==> src/rtl/configurable_full_adder_unit.sv <==
// Parameterised ripple-carry adder with registered sum, carry-out,
// signed-overflow flag and a one-cycle valid handshake.
module configurable_full_adder_unit #(
   parameter int unsigned WIDTH = 8
) (
   input  logic             clk,
   input  logic             rst,
   input  logic             in_valid,
   input  logic [WIDTH-1:0] a,
   input  logic [WIDTH-1:0] b,
   input  logic             cin,
   output logic [WIDTH-1:0] sum,
   output logic             cout,
   output logic             overflow,
   output logic             out_valid
);

   // carry[i] is the carry into bit i; carry[WIDTH] is the carry out of the MSB
   logic [WIDTH:0]   carry;
   logic [WIDTH-1:0] sum_d;
   logic             overflow_d;

   logic [WIDTH-1:0] sum_q;
   logic             cout_q;
   logic             overflow_q;
   logic             out_valid_q;

   assign carry[0] = cin;

   // One full-adder cell per bit, chained through carry
   for (genvar i = 0; i < WIDTH; i++) begin : g_fa
      logic p;
      assign p          = a[i] ^ b[i];
      assign sum_d[i]   = p ^ carry[i];
      assign carry[i+1] = (a[i] & b[i]) | (carry[i] & p);
   end

   // Signed overflow: carry into the MSB differs from carry out of it
   // (for WIDTH=1 the carry into the MSB is cin itself)
   always_comb begin
      overflow_d = carry[WIDTH] ^ carry[WIDTH-1];
   end

   // Result registers: reset wins, results load only on accepted inputs
   always_ff @(posedge clk) begin
      if (rst) begin
         sum_q       <= '0;
         cout_q      <= 1'b0;
         overflow_q  <= 1'b0;
         out_valid_q <= 1'b0;
      end else begin
         out_valid_q <= in_valid;
         if (in_valid) begin
            sum_q      <= sum_d;
            cout_q     <= carry[WIDTH];
            overflow_q <= overflow_d;
         end
      end
   end

   assign sum       = sum_q;
   assign cout      = cout_q;
   assign overflow  = overflow_q;
   assign out_valid = out_valid_q;

endmodule

==> config.mk <==
export PLATFORM = sky130hd
export DESIGN_NAME = configurable_full_adder_unit
export DESIGN_NICKNAME = d
export VERILOG_FILES = /design/src/rtl/configurable_full_adder_unit.sv
export SDC_FILE = /design/constraint.sdc
export NUM_CORES = 1
export LEC_CHECK = 0
export CAP_MARGIN = 15
export CORE_MARGIN = 2
export CORE_UTILIZATION = 37
export CTS_CLUSTER_DIAMETER = 200
export DETAILED_ROUTE_END_ITERATION = 8
export PLACE_DENSITY = 0.86
export SLEW_MARGIN = 20
export SYNTH_ARGS = -nofsm -noshare
export SYNTH_HDL_FRONTEND = slang
export SYNTH_SLANG_ARGS = --single-unit
==> constraint.sdc <==
create_clock -name clk -period 5.49 [get_ports clk]
set_input_delay 1.647 -clock clk [delete_from_list [all_inputs] [get_ports clk]]
set_output_delay 1.647 -clock clk [all_outputs]
set_load 0.01 [all_outputs]
==> results of run 1 <==
==> per-stage QoR <==
step	utilization, %	cells
2_1_floorplan	-	50
4_1_cts	62.1	99
3_5_place_dp	60.3	95
5_1_grt	62.1	99
6_report	62.1	99
3_3_place_gp	60.3	95
==> routing by layer <==
layer	part of all wire, %	vias up	GRT usage (%)
met1	39	213	15.8
met5	0	-	0
li1	-	221	-
met2	56	20	22.9
met3	4.8	0	3.33
met4	0	0	9.09
==> power by group through the flow <==
stage / clock, mW / sequential, mW / combinational (mW)
6_report: 0.0540 / 0.0915 / 0.0672
5_1_grt: 0.0611 / 0.0925 / 0.0744
4_1_cts: 0.0569 / 0.0915 / 0.0685
3_5_place_dp: 0 / 0.0931 / 0.0681
3_3_place_gp: 0 / 0.0931 / 0.0657
2_1_floorplan: 0 / 0.0970 / 0.0274
==> layout make-up <==
class                           count  area, um2  area share [%]
Clock buffer                        4       26.3            2.84
Inverter                            7       26.3            2.84
Multi-Input combinational cell     30        324            35.0
Sequential cell                    11        220            23.8
Tap cell                           16       20.0            2.17
Timing Repair Buffer               31        308            33.3
==> sequential cells by signal, indices dropped and copies added (netlist names) <==
register / cells
cout: 1
out_valid: 1
overflow: 1
sum: 8
==> worst max-delay path by stage <==
stage	startpoint	to	slack, ns	cells after the start
detailed placement	a[0]	sum[7]$_SDFFE_PP0P_	-0.08	13
CTS	a[0]	sum[7]$_SDFFE_PP0P_	0.20	13
finish	a[0]	sum[7]$_SDFFE_PP0P_	0.22	13
floorplan	a[0]	sum[7]$_SDFFE_PP0P_	0.52	12
global route	a[0]	sum[7]$_SDFFE_PP0P_	0.08	13
global placement	a[0]	sum[7]$_SDFFE_PP0P_	-0.02	13
==> placed cells by master (no fill, tap or decap) <==
master | Yosys | routed
a211oi_2 | 3 | 3
xnor2_1 | 1 | 1
inv_1 | 7 | 7
dfxtp_1 | 11 | 11
fa_1 | 8 | 8
nor3b_1 | 1 | 1
and2b_2 | 1 | 1
clkdlybuf4s50_1 | 0 | 30
clkbuf_1 | 0 | 1
mux2i_1 | 6 | 6
nor2_1 | 9 | 9
a21o_1 | 1 | 1
buf_4 | 0 | 1
clkbuf_4 | 0 | 3
==> worst max-delay path, stage by stage <==
cell	delay, ns
clkdlybuf4s50_1	0.44
fa_1	0.42
inv_1	0.08
fa_1	0.15
inv_1	0.05
fa_1	0.37
fa_1	0.38
fa_1	0.39
fa_1	0.40
fa_1	0.42
inv_1	0.09
fa_1	0.42
a211oi_2	0.21
==> logic make-up after synthesis <==
family          count (synthesis)
simple gates                   11
flops                          11
buf+inv                         9
fa+ha+maj                       8
mux                             6
compound gates                  4
xor+xnor                        1
==> results_dict.tcl, run 1 <==
set metrics [dict create \
    fp.dieArea_um2 1920 \
    yosysTopAreaCell "dfxtp_1" \
    crit_required_ns 5.67 \
    synth-seq-area-share_pct 37.5 \
    fmax_mhz 190 \
    ir_drop_mv 0.110 \
    first_pass_iters 4 \
    hold_path_depth 2 \
    synth-simple-area-share_pct 8.53 \
    cts_root_buf "clkbuf_4" \
    synth_cell_type_count 12 \
    finalCriticalPeriod_ns 5.27 \
    finalCritPeriodShare_pct 96.1 \
    fin_area_um2 925 \
    maxSlewViolCount 0 \
    p_total_mw 0.213 \
    reg2regPathDepth 2 \
    regToRegSetupSlack_ns 4.77 \
    synth_area_leaders "dfxtp_1, fa_1, mux2i_1" \
    clk_latency_ns 0.26 \
    synth_xor_area_share_pct 1.49 \
    dp_hpwl_um 918 \
    hold_ws_ns 0.499 \
    hp-class "reg -> reg" \
    synth_fa_ha_area_share_pct 27.3 \
    cts_buffers 3 \
    grt_overflow 0 \
    holdCritStartpoint "sum[2]$_SDFFE_PP0P_" \
    leakagePower_nw 0.396 \
    timing.rr.end "overflow$_SDFFE_PP0P_" \
    synthMuxAreaShare_pct 10.2 \
    rsz0062_at_grt "false" \
    grt_pass1_wl_um 1970 \
    num-nets-final 112 \
    cp_max_fo 2 \
    wire_per_inst_um 11.7 \
    swShare_pct 26.4 \
    ctsResizeCount 0 \
    synth_compound_area_share_pct 7.68 \
    postCtsHoldBufs 0 \
    yosysMostFrequentCell "dfxtp_1" \
    diodes 0 \
    worstReg2RegStart "overflow$_SDFFE_PP0P_" \
    cts_tree "built" \
    slew_headroom_pct 54.2 \
    seqPwrFrac_pct 43.0 \
    crit_type "in -> reg" \
    synth_common_cells "dfxtp_1, nor2_1, fa_1" \
    io_pins 31 \
    hold_viol 0 \
    post_cts_buffers 0 \
    nFillCells 122 \
    synth_flop_cell "dfxtp_1" \
    viasPerCell 4.59 \
    drive_above_1_share_pct 9.64 \
    pwr-share-clk_pct 25.4 \
    drt_iter0_markers 8 \
    grtUsageTotal_pct 13.9 \
    p_comb_share_pct 31.6 \
    p_sw_mw 0.0561 \
    antenna_found_initial 0 \
    drc 0 \
    start_util_pct 39.4 \
    syn_area_um2 587 \
    fin_ws_ns 0.215 \
    htree_levels 1 \
    grt_start_max_net_pins 15 \
    endpoint_kind "flip-flop" \
    hold-path-endpoint "sum[2]$_SDFFE_PP0P_" \
    syn_inst 50 \
    die_w_um 43.8 \
    core_um2 1490 \
    async_reset_ff_share_pct 0 \
    row_count 14 \
    cts_buffer_depth 2 \
    place_area_um2 898 \
    totalNegativeSetupSlack_ns 0 \
    intPower_mw 0.157 \
    fin_worst_skew_ns 0 \
    routabilityCongestion 0.595 \
    cts_sinks 11 \
    wl_um 1160 \
    dr_total_vias 454 \
    pre_cts_ws_ns -0.0767 \
    cp-start-kind "input pin" \
    areaGrowthSynthToFinish_pct 57.6 \
    crit_arrival_ns 5.46 \
    synth_edf_count 0 \
    clkTransAtPathRegs_ns 0.07 \
    die_y_um 43.8 \
    port_buffers 30 \
    grt_pass1_vias 528 \
    finalSetupViolCount 0 \
    netlist.area_leader.share_pct 37.5 \
    power_density_nw_per_um2 230 \
    syn-num-nets 78 \
    synth_top_family_by_area "adder cells" \
    ant_nets 0 \
    drv_cap 0 \
    tightest_slew_ns 0.685 \
    yosys_warnings 0 \
    outcome "finished, final reports clean" \
    syn_area_per_cell_um2 11.7 \
    synth-seq-cells 11 \
]
Power figures use the tool's default switching activity.
==> inputs of run 2 (changes only) <==
--- a/config.mk
+++ b/config.mk
@@ -5,10 +5,10 @@
 export SDC_FILE = /design/constraint.sdc
 export NUM_CORES = 1
 export LEC_CHECK = 0
-export CAP_MARGIN = 15
+export CAP_MARGIN = 10
 export CORE_MARGIN = 2
 export CORE_UTILIZATION = 37
-export CTS_CLUSTER_DIAMETER = 200
+export CTS_CLUSTER_DIAMETER = 40
 export DETAILED_ROUTE_END_ITERATION = 8
 export PLACE_DENSITY = 0.86
 export SLEW_MARGIN = 20
==> results of run 2 <==
No change in the layout: final DEF, timing and power equal those of run 1.
